$ cat src/rtl/key_expansion_multi.sv
// Iterative AES-128/192/256 key schedule: one 32-bit word per clock, packed
// into 128-bit round keys strobed out with their round index.
module key_expansion_multi #(
  parameter bit SUPPORT_192 = 1'b1,
  parameter bit SUPPORT_256 = 1'b1
) (
  input  logic         clk,
  input  logic         rst,
  input  logic         key_in_valid,
  output logic         key_ready,
  input  logic [1:0]   key_size,
  input  logic [255:0] key_in,
  output logic [127:0] key_out,
  output logic [3:0]   key_addr,
  output logic         key_valid,
  output logic         key_loaded,
  output logic         mode_err,
  output logic [3:0]   num_rounds
);
  localparam logic [1:0] S_IDLE = 2'd0, S_RUN = 2'd1, S_DONE = 2'd2;

  function automatic logic [7:0] gmul(input logic [7:0] a, input logic [7:0] b);
    logic [7:0] p, aa;
    p  = 8'h00;
    aa = a;
    for (int k = 0; k < 8; k++) begin
      if (b[k]) p = p ^ aa;
      aa = {aa[6:0], 1'b0} ^ (aa[7] ? 8'h1b : 8'h00);
    end
    return p;
  endfunction

  // S-box as GF(2^8) inverse (x^254, which also maps 0 to 0) plus the affine map.
  function automatic logic [7:0] sbox(input logic [7:0] x);
    logic [7:0] sq, inv;
    sq  = x;
    inv = 8'h01;
    for (int k = 1; k < 8; k++) begin
      sq  = gmul(sq, sq);
      inv = gmul(inv, sq);
    end
    return inv ^ {inv[6:0], inv[7]} ^ {inv[5:0], inv[7:6]} ^
           {inv[4:0], inv[7:5]} ^ {inv[3:0], inv[7:4]} ^ 8'h63;
  endfunction

  logic [1:0]        state_q, state_d;
  logic [7:0][31:0]  win_q, win_d;
  logic [2:0][31:0]  acc_q, acc_d;
  logic [5:0]        i_q, i_d;
  logic [2:0]        wrap_q, wrap_d, nkm1_q, nkm1_d;
  logic [7:0]        rcon_q, rcon_d;
  logic [127:0]      kout_q, kout_d;
  logic [3:0]        kaddr_q, kaddr_d, nr_q, nr_d;
  logic              kvalid_q, kvalid_d, loaded_q, loaded_d, merr_q, merr_d;

  logic        legal, accept;
  logic [31:0] prev, sub_in, sub_out, wnew;

  assign key_ready  = (state_q != S_RUN);
  assign legal      = (key_size == 2'b00) || (key_size == 2'b01 && SUPPORT_192) ||
                      (key_size == 2'b10 && SUPPORT_256);
  assign accept     = key_in_valid && key_ready && legal;

  // Window holds w[i-Nk] at slot 0 and w[i-1] at slot Nk-1; one SubWord serves both cases.
  assign prev    = win_q[nkm1_q];
  assign sub_in  = (wrap_q == 3'd0) ? {prev[23:0], prev[31:24]} : prev;
  assign sub_out = {sbox(sub_in[31:24]), sbox(sub_in[23:16]),
                    sbox(sub_in[15:8]),  sbox(sub_in[7:0])};

  always_comb begin
    if (i_q <= {3'b000, nkm1_q})              wnew = win_q[0];
    else if (wrap_q == 3'd0)                  wnew = win_q[0] ^ sub_out ^ {rcon_q, 24'h0};
    else if (nkm1_q == 3'd7 && wrap_q == 3'd4) wnew = win_q[0] ^ sub_out;
    else                                      wnew = win_q[0] ^ prev;
  end

  always_comb begin
    state_d  = state_q;
    win_d    = win_q;
    acc_d    = acc_q;
    i_d      = i_q;
    wrap_d   = wrap_q;
    nkm1_d   = nkm1_q;
    rcon_d   = rcon_q;
    kout_d   = kout_q;
    kaddr_d  = kaddr_q;
    nr_d     = nr_q;
    loaded_d = loaded_q;
    kvalid_d = 1'b0;
    merr_d   = key_in_valid && key_ready && !legal;
    if (accept) begin
      for (int j = 0; j < 8; j++) win_d[j] = key_in[255-32*j -: 32];
      case (key_size)
        2'b00:   nkm1_d = 3'd3;
        2'b01:   nkm1_d = 3'd5;
        default: nkm1_d = 3'd7;
      endcase
      nr_d     = {1'b0, nkm1_d} + 4'd7;
      i_d      = 6'd0;
      wrap_d   = 3'd0;
      rcon_d   = 8'h01;
      loaded_d = 1'b0;
      state_d  = S_RUN;
    end else if (state_q == S_RUN) begin
      for (int j = 0; j < 7; j++) win_d[j] = win_q[j+1];
      win_d[nkm1_q] = wnew;
      if (i_q > {3'b000, nkm1_q} && wrap_q == 3'd0)
        rcon_d = {rcon_q[6:0], 1'b0} ^ (rcon_q[7] ? 8'h1b : 8'h00);
      wrap_d = (wrap_q == nkm1_q) ? 3'd0 : wrap_q + 3'd1;
      i_d    = i_q + 6'd1;
      if (i_q[1:0] == 2'b11) begin
        kout_d   = {acc_q[0], acc_q[1], acc_q[2], wnew};
        kaddr_d  = i_q[5:2];
        kvalid_d = 1'b1;
      end else begin
        acc_d[i_q[1:0]] = wnew;
      end
      if (i_q == {nr_q, 2'b11}) begin
        state_d  = S_DONE;
        loaded_d = 1'b1;
      end
    end
  end

  always_ff @(posedge clk or posedge rst) begin
    if (rst) begin
      state_q  <= S_IDLE;
      win_q    <= '0;
      acc_q    <= '0;
      i_q      <= '0;
      wrap_q   <= '0;
      nkm1_q   <= '0;
      rcon_q   <= '0;
      kout_q   <= '0;
      kaddr_q  <= '0;
      nr_q     <= '0;
      kvalid_q <= 1'b0;
      loaded_q <= 1'b0;
      merr_q   <= 1'b0;
    end else begin
      state_q  <= state_d;
      win_q    <= win_d;
      acc_q    <= acc_d;
      i_q      <= i_d;
      wrap_q   <= wrap_d;
      nkm1_q   <= nkm1_d;
      rcon_q   <= rcon_d;
      kout_q   <= kout_d;
      kaddr_q  <= kaddr_d;
      nr_q     <= nr_d;
      kvalid_q <= kvalid_d;
      loaded_q <= loaded_d;
      merr_q   <= merr_d;
    end
  end

  assign key_out    = kout_q;
  assign key_addr   = kaddr_q;
  assign key_valid  = kvalid_q;
  assign key_loaded = loaded_q;
  assign mode_err   = merr_q;
  assign num_rounds = nr_q;
endmodule

$ cat config.mk
export PLATFORM = sky130hd
export DESIGN_NAME = key_expansion_multi
export DESIGN_NICKNAME = d
export VERILOG_FILES = /design/src/rtl/key_expansion_multi.sv
export SDC_FILE = /design/constraint.sdc
export NUM_CORES = 2
export LEC_CHECK = 0
export CORE_MARGIN = 4
export CORE_UTILIZATION = 58
export DETAILED_ROUTE_END_ITERATION = 6
export MAX_ROUTING_LAYER = met4
export PLACE_DENSITY = 0.86
export SYNTH_ARGS = -nofsm -noshare
export SYNTH_HDL_FRONTEND = slang
export SYNTH_SLANG_ARGS = --single-unit
$ cat constraint.sdc
create_clock -name clk -period 19.04 [get_ports clk]
set_clock_uncertainty 0.05 [all_clocks]
set_input_delay 2.856 -clock clk [delete_from_list [all_inputs] [get_ports clk]]
set_output_delay 2.856 -clock clk [all_outputs]
set_load 0.01 [all_outputs]
**After elaboration in Yosys (flattened, before gate mapping)**

Cells that the tools add are included.

- Flip-flop bits (word level): 513
- Output and inout port bits: 140
- Word-level logic and storage cells: 1687

- Add/subtract/negate cells: 3
- Order comparisons: 6
- Eq/ne operators: 9
- Multiplexer cells: 846
- Bitwise operators: 782
- Reduce and logical (&&, ||, !) cells: 19

Operator list:

| cell | count |
|---|---|
| $mux W8 | 423 |
| $xor A8 B8 Y8 | 380 |
| $xor A8 B5 Y8 | 365 |
| $mux W5 | 369 |
| $mux W256 | 2 |
| $bwmux W256 | 1 |
| $mux W32 | 7 |
| $bmux W32 S3 | 1 |
| $bwmux W96 | 1 |
| $demux W32 S3 | 1 |
| $xor A32 B32 Y32 | 3 |
| $demux W32 S2 | 1 |
| $mux W6 | 6 |
| $mux W7 | 4 |
| $not A1 Y1 const A | 28 |
| $mux W3 | 8 |
| $mux W4 | 4 |
| $not A4 Y4 | 4 |
| $mux W2 | 7 |
| $mux W1 | 10 |
| $logic_and A1 B1 Y1 | 7 |
| $add A6 B1 Y6 const B | 1 |
| $eq A3 B3 Y1 const B | 2 |
| $eq A6 B6 Y1 | 1 |
| other kinds (21) | 29 |

**Depth between registers and ports, before layout**

- Word-level depth: 142
- Gate-level depth with buffers: 89

**Worst setup path before layout**

No wires, ideal clock.

- Path kind: reg-to-reg
- Start: reg nkm1_q[1]
- End: reg win_q[22] in the netlist's numbering
- Arrival time: 18.229 ns
- Path slack: 0.635 ns
- Stages on the path, launching flop included: 80
- Period minus slack after synthesis: 18.405 ns
- Cells stage by stage: dfrtp_1 buf_6 buf_4 buf_4 nand3b_1 o211ai_1 a21oi_1 mux2_2 clkinv_1 ha_1 clkbuf_1 inv_1 nor2_1 xor2_1 inv_2 clkbuf_1 clkbuf_1 ha_1 [44 not listed] xnor2_2 nor2_1 xnor3_1 xnor3_1 nand2_1 xnor2_1 xnor3_1 xor3_1 xor3_1 or3_4 o211a_1 or4_1 a21oi_1 o21ai_1 xor2_1 buf_6 o21ai_1 a221o_1

- Longest elaborated chain between the ends: 139

RTL lines:

| what | line | text |
|---|---|---|
| start, declared | 50 | `logic [2:0] wrap_q, wrap_d, nkm1_q, nkm1_d;` |
| start signal, assigned | 146 | `nkm1_q <= nkm1_d;` |
| $bmux W32 S3 | 65 | `assign prev = win_q[nkm1_q];` |
| $mux W32 (not written as such) | 65 |  |
| $mux W32 | 66 | `assign sub_in = (wrap_q == 3'd0) ? {prev[23:0], prev[31:24]} : prev;` |
| $mux W5 | 28 | `aa = {aa[6:0], 1'b0} ^ (aa[7] ? 8'h1b : 8'h00);` |
| $xor A8 B5 Y8 | 28 |  |
| $xor A8 B8 Y8 | 27 | `if (b[k]) p = p ^ aa;` |
| $mux W8 | 27 |  |
| $xor A8 B8 Y8 | 27 |  |
| [123 not listed] | - |  |
| $not A4 Y4 (no line) | - |  |
| $xor A32 B32 Y32 | 72, 73 |  |
| $mux W32 / $xor A32 B32 Y32 (equally long branches) | 73, 72 |  |
| $mux W32 | 72 | `else if (wrap_q == 3'd0) wnew = win_q[0] ^ sub_out ^ {rcon_q, 24'h0};` |
| $mux W32 | 71 | `if (i_q <= {3'b000, nkm1_q}) wnew = win_q[0];` |
| $bwmux W256 * | 106 | `win_d[nkm1_q] = wnew;` |
| $mux W256 * | 104 | `end else if (state_q == S_RUN) begin` |
| $mux W256 * | 91 | `if (accept) begin` |
| end signal, assigned | 142 | `win_q <= win_d;` |
| end, declared | 47 | `logic [7:0][31:0] win_q, win_d;` |

Every way passes the cells marked *; elsewhere a longest branch is shown, timed or not. The select of a mux whose other input is x is not followed.
A chain may end at the register's enable or synchronous reset.

**Worst setup path after layout**

- Start: reg nkm1_q[0]
- End: reg win_q[132] in the netlist's numbering

- Longest elaborated chain between the ends: 138

RTL lines:

| what | line | text |
|---|---|---|
| $bmux W32 S3 | 65 |  |
| $mux W32 (not written as such) | 65 |  |
| $mux W32 | 66 |  |
| $mux W5, or another cell as far along | 28 |  |
| $xor A8 B5 Y8 / $xor A8 B8 Y8 (equally long branches) | 28, 27 |  |
| $xor A8 B8 Y8 / $mux W8 (equally long branches) | 27 |  |
| $mux W8 / $xor A8 B8 Y8 (equally long branches) | 27 |  |
| $xor A8 B8 Y8 / $mux W8 (equally long branches) | 27 |  |
| [122 not listed] | - |  |
| $xor A8 B8 Y8 | 43 | `{inv[4:0], inv[7:5]} ^ {inv[3:0], inv[7:4]} ^ 8'h63;` |
| $xor A32 B32 Y32 | 72, 73 |  |
| $mux W32 / $xor A32 B32 Y32 (equally long branches) | 73, 72 |  |
| $mux W32 | 72 |  |
| $mux W32 | 71 |  |
| $bwmux W256 * | 106 |  |
| $mux W256 * | 104 |  |
| $mux W256 * | 91 |  |

Marked as above.

==> impl_results.md <==
- Warnings from Yosys: 0
- Synth top area cells: xnor2_1, dfrtp_1, nor2_1, xor2_1, nand2_1
- Synth Instances: between 10000 and 15000
- CTS tree: built
- WHS: around 440 ps
- CP Launch Type: flip-flop
- First-pass GRT wire length: slightly below 500000 um
- Worst slew margin: about 7.5%
- Die ar.: approximately 150000 um2
- Clock period minus worst slack: between 15000 and 20000 ps
- Hold_buf cts: 0
- H-tree depth: 2
- Tot GR Track Use: 39.26%
- Synth top area share: a little under a fifth
- Root Driver: clkbuf_16
- Clk pin slew, worst setup/hold paths: 60 ps
- Status: complete, no violations
- Vias in the first global route: between 80000 and 90000
- Final wirelength: roughly 320000 um
- Primary flip-flop cell chosen by synthesis mapping: dfrtp_1
- Via count: 89000
- Mapped Area: about 86000 um2
- Max-cap violation count: 0
- Synth cell count leaders: xnor2_1, nor2_1, nand2_1
- DR pass1 iterations: 7
- Critical Path Most Common Cell: xnor2_1
- Worst setup EP type: flip-flop
- Synth unique cells: approximately 140
- Post-synth net total: 11330
- Port Buffers: 399
- Post-DRT Antenna Nets: 0
- Dpl hpwl: 228700 um
- Via density: approximately 6.7
- Layout Area Growth over Synthesis: 13.29%
- CP peak stage delay: roughly 620 ps
- Fmax: 54.36 MHz
- Nets: roughly 12000
- EDFF count, synth: 0
- Sink Count: roughly 510
- Synth Area per Inst: 7.818 um2
- CORE AREA: around 150000 um2
- Setup CP Type: reg -> reg
- Final GP Congestion: approximately 1.1
- Sequential share of the synthesized area: 14.75%
- Initial antenna violation count: 33
- Most frequent cell after synthesis: xnor2_1
- Rows: approximately 140
- Register area: between 10000 and 15000 um2
- CP Max Fanout: 32
- Area occupied by multi-input gates: roughly 70000 um2
- Yosys reg bits: 508
- Routed WL per cell: between 20 and 25 um
- # IOs: between 400 and 500
- Drt initial violations: approximately 13000
- Worst-Margin Slew: approximately 1400 ps
- Endpoints failing hold: 0
- Clock network latency to the later pin of the worst-skew pair: ~630 ps
- Placed cell areas: 93560 um2
- Fillers: between 10000 and 15000
- Die height: 393.5 um
- Class of the tightest hold or removal check: reg -> reg
- Crit share post-route: ~97%
- CP Data Required Time: a little under 20000 ps
- Share of layout cells above drive strength 1: 13.88%
- Critical path's slowest cell: mux4_2
- Clock Path Buffers: 3
- Final setup fails: 0
- Die W: 393.5 um
- Design area: 97670 um2
- Critical Path AT: 18850 ps
- Max-slew violation count: 0
- # DRC: 0
- CTS buffer count: 48
- Async set or reset register ratio after synthesis: 100.0%
- Total gr overflow: 0
- Setup TNS: 0 ps
- Largest net degree at the start of global routing: between 100 and 150
- Starting Density: between 50 and 60%
- Post-synth top area cell: xnor2_1
kinds of logic (layout without fill, tap and decap cells):
group,Yosys count,in the layout,share of synthesized area [%]
AOI/OAI and AO/OA,2873,2873,22.04
buffers and inverters,958,1261,5.045
muxes,480,480,6.444
other,1,36,0.004350
and+or+nand+nor,3484,3485,17.86
DFF,508,508,14.75
xor gates and xnor gates,2683,2684,33.29
adders and majority gates,40,40,0.5718
path summary, 6_finish.rpt:
path	cells after the start	startpoint	end	slack [ps]
min in group asynchronous	2	rst	key_out[98]$_DFFE_PP0P_	2800
max in group asynchronous	4	rst	nkm1_q[1]$_DFFE_PP0P_	13490
worst min register to register	2	acc_q[59]$_DFFE_PP0P_	acc_q[59]$_DFFE_PP0P_	440
worst max register to register	65	nkm1_q[0]$_DFFE_PP0P_	win_q[132]$_DFFE_PP0P_	650
worst max-delay path	65	nkm1_q[0]$_DFFE_PP0P_	win_q[132]$_DFFE_PP0P_	650
worst min-delay path	2	acc_q[59]$_DFFE_PP0P_	acc_q[59]$_DFFE_PP0P_	440
state kept, by name (all words and copies together), names as in the netlist, 2 cells and up:
name,flops
key_out,128
key_addr,4
rcon_q,8
wrap_q,3
acc_q,96
win_q,256
state_q,2
i_q,6
nkm1_q,2
layout make-up:
class	count	area share (%)
clock inverter	22	0.2588
clock buffer	65	1.387
timing repair buffer	1047	9.248
tap	1930	2.472
sequential	508	13.03
inverter	127	0.5035
antenna	35	0.08967
multi-input combinational	9563	73.01
timing repair:
| item | CTS | global route |
|---|---|---|
| pin swaps | 0 | 35 |
| gates cloned | 0 | 2 |
| endpoints found under the setup margin | 166 | 384 |
| gates resized for setup | 22 | 212 |
| setup buffers | 0 | 94 |
stage by stage:
step           utilization [%]  setup WS [ps]  std cells
4_1_cts                  64.58          16.97      13170
2_1_floorplan                -          634.9      11030
5_1_grt                  66.14         -138.5      13290
6_report                 66.14          645.6      13300
3_3_place_gp             63.36          141.1      13080
3_5_place_dp             63.36         -280.2      13080
routing by layer:
layer,GRT usage [%],routed length [um]
met4,21.19,22010
met3,7.953,36480
met5,-,0
met2,59.98,141500
met1,48.96,117600
layout by cell type, fill, tap and decap left out, types with 145 or more instances in the layout:
cell type,count
nor2_1,1342
xnor2_2,203
a21oi_1,683
o21ai_1,269
nor3_1,250
dfrtp_1,505
clkdlybuf4s50_1,399
and3_1,145
nand3_1,229
xor2_1,442
mux2i_1,246
buf_4,628
xnor2_1,1667
o21ai_0,542
nand2_1,1056
mux2_2,159
xnor3_1,169
critical path: cells and delay by family (launching register included):
kind / cells / cell delay, ps
AO/OA/AOI/OAI: 9 / 2130
XOR/XNOR: 32 / 9690
adder cells (fa/ha/maj): 1 / 330
buffers and inverters: 9 / 2090
flip-flops: 1 / 550
multiplexers: 3 / 1160
AND/OR/NAND/NOR: 11 / 2260
Power is left out: the tool's default activity adds up to more than one toggle a clock period on the data nets, which glitch-free logic cannot reach.
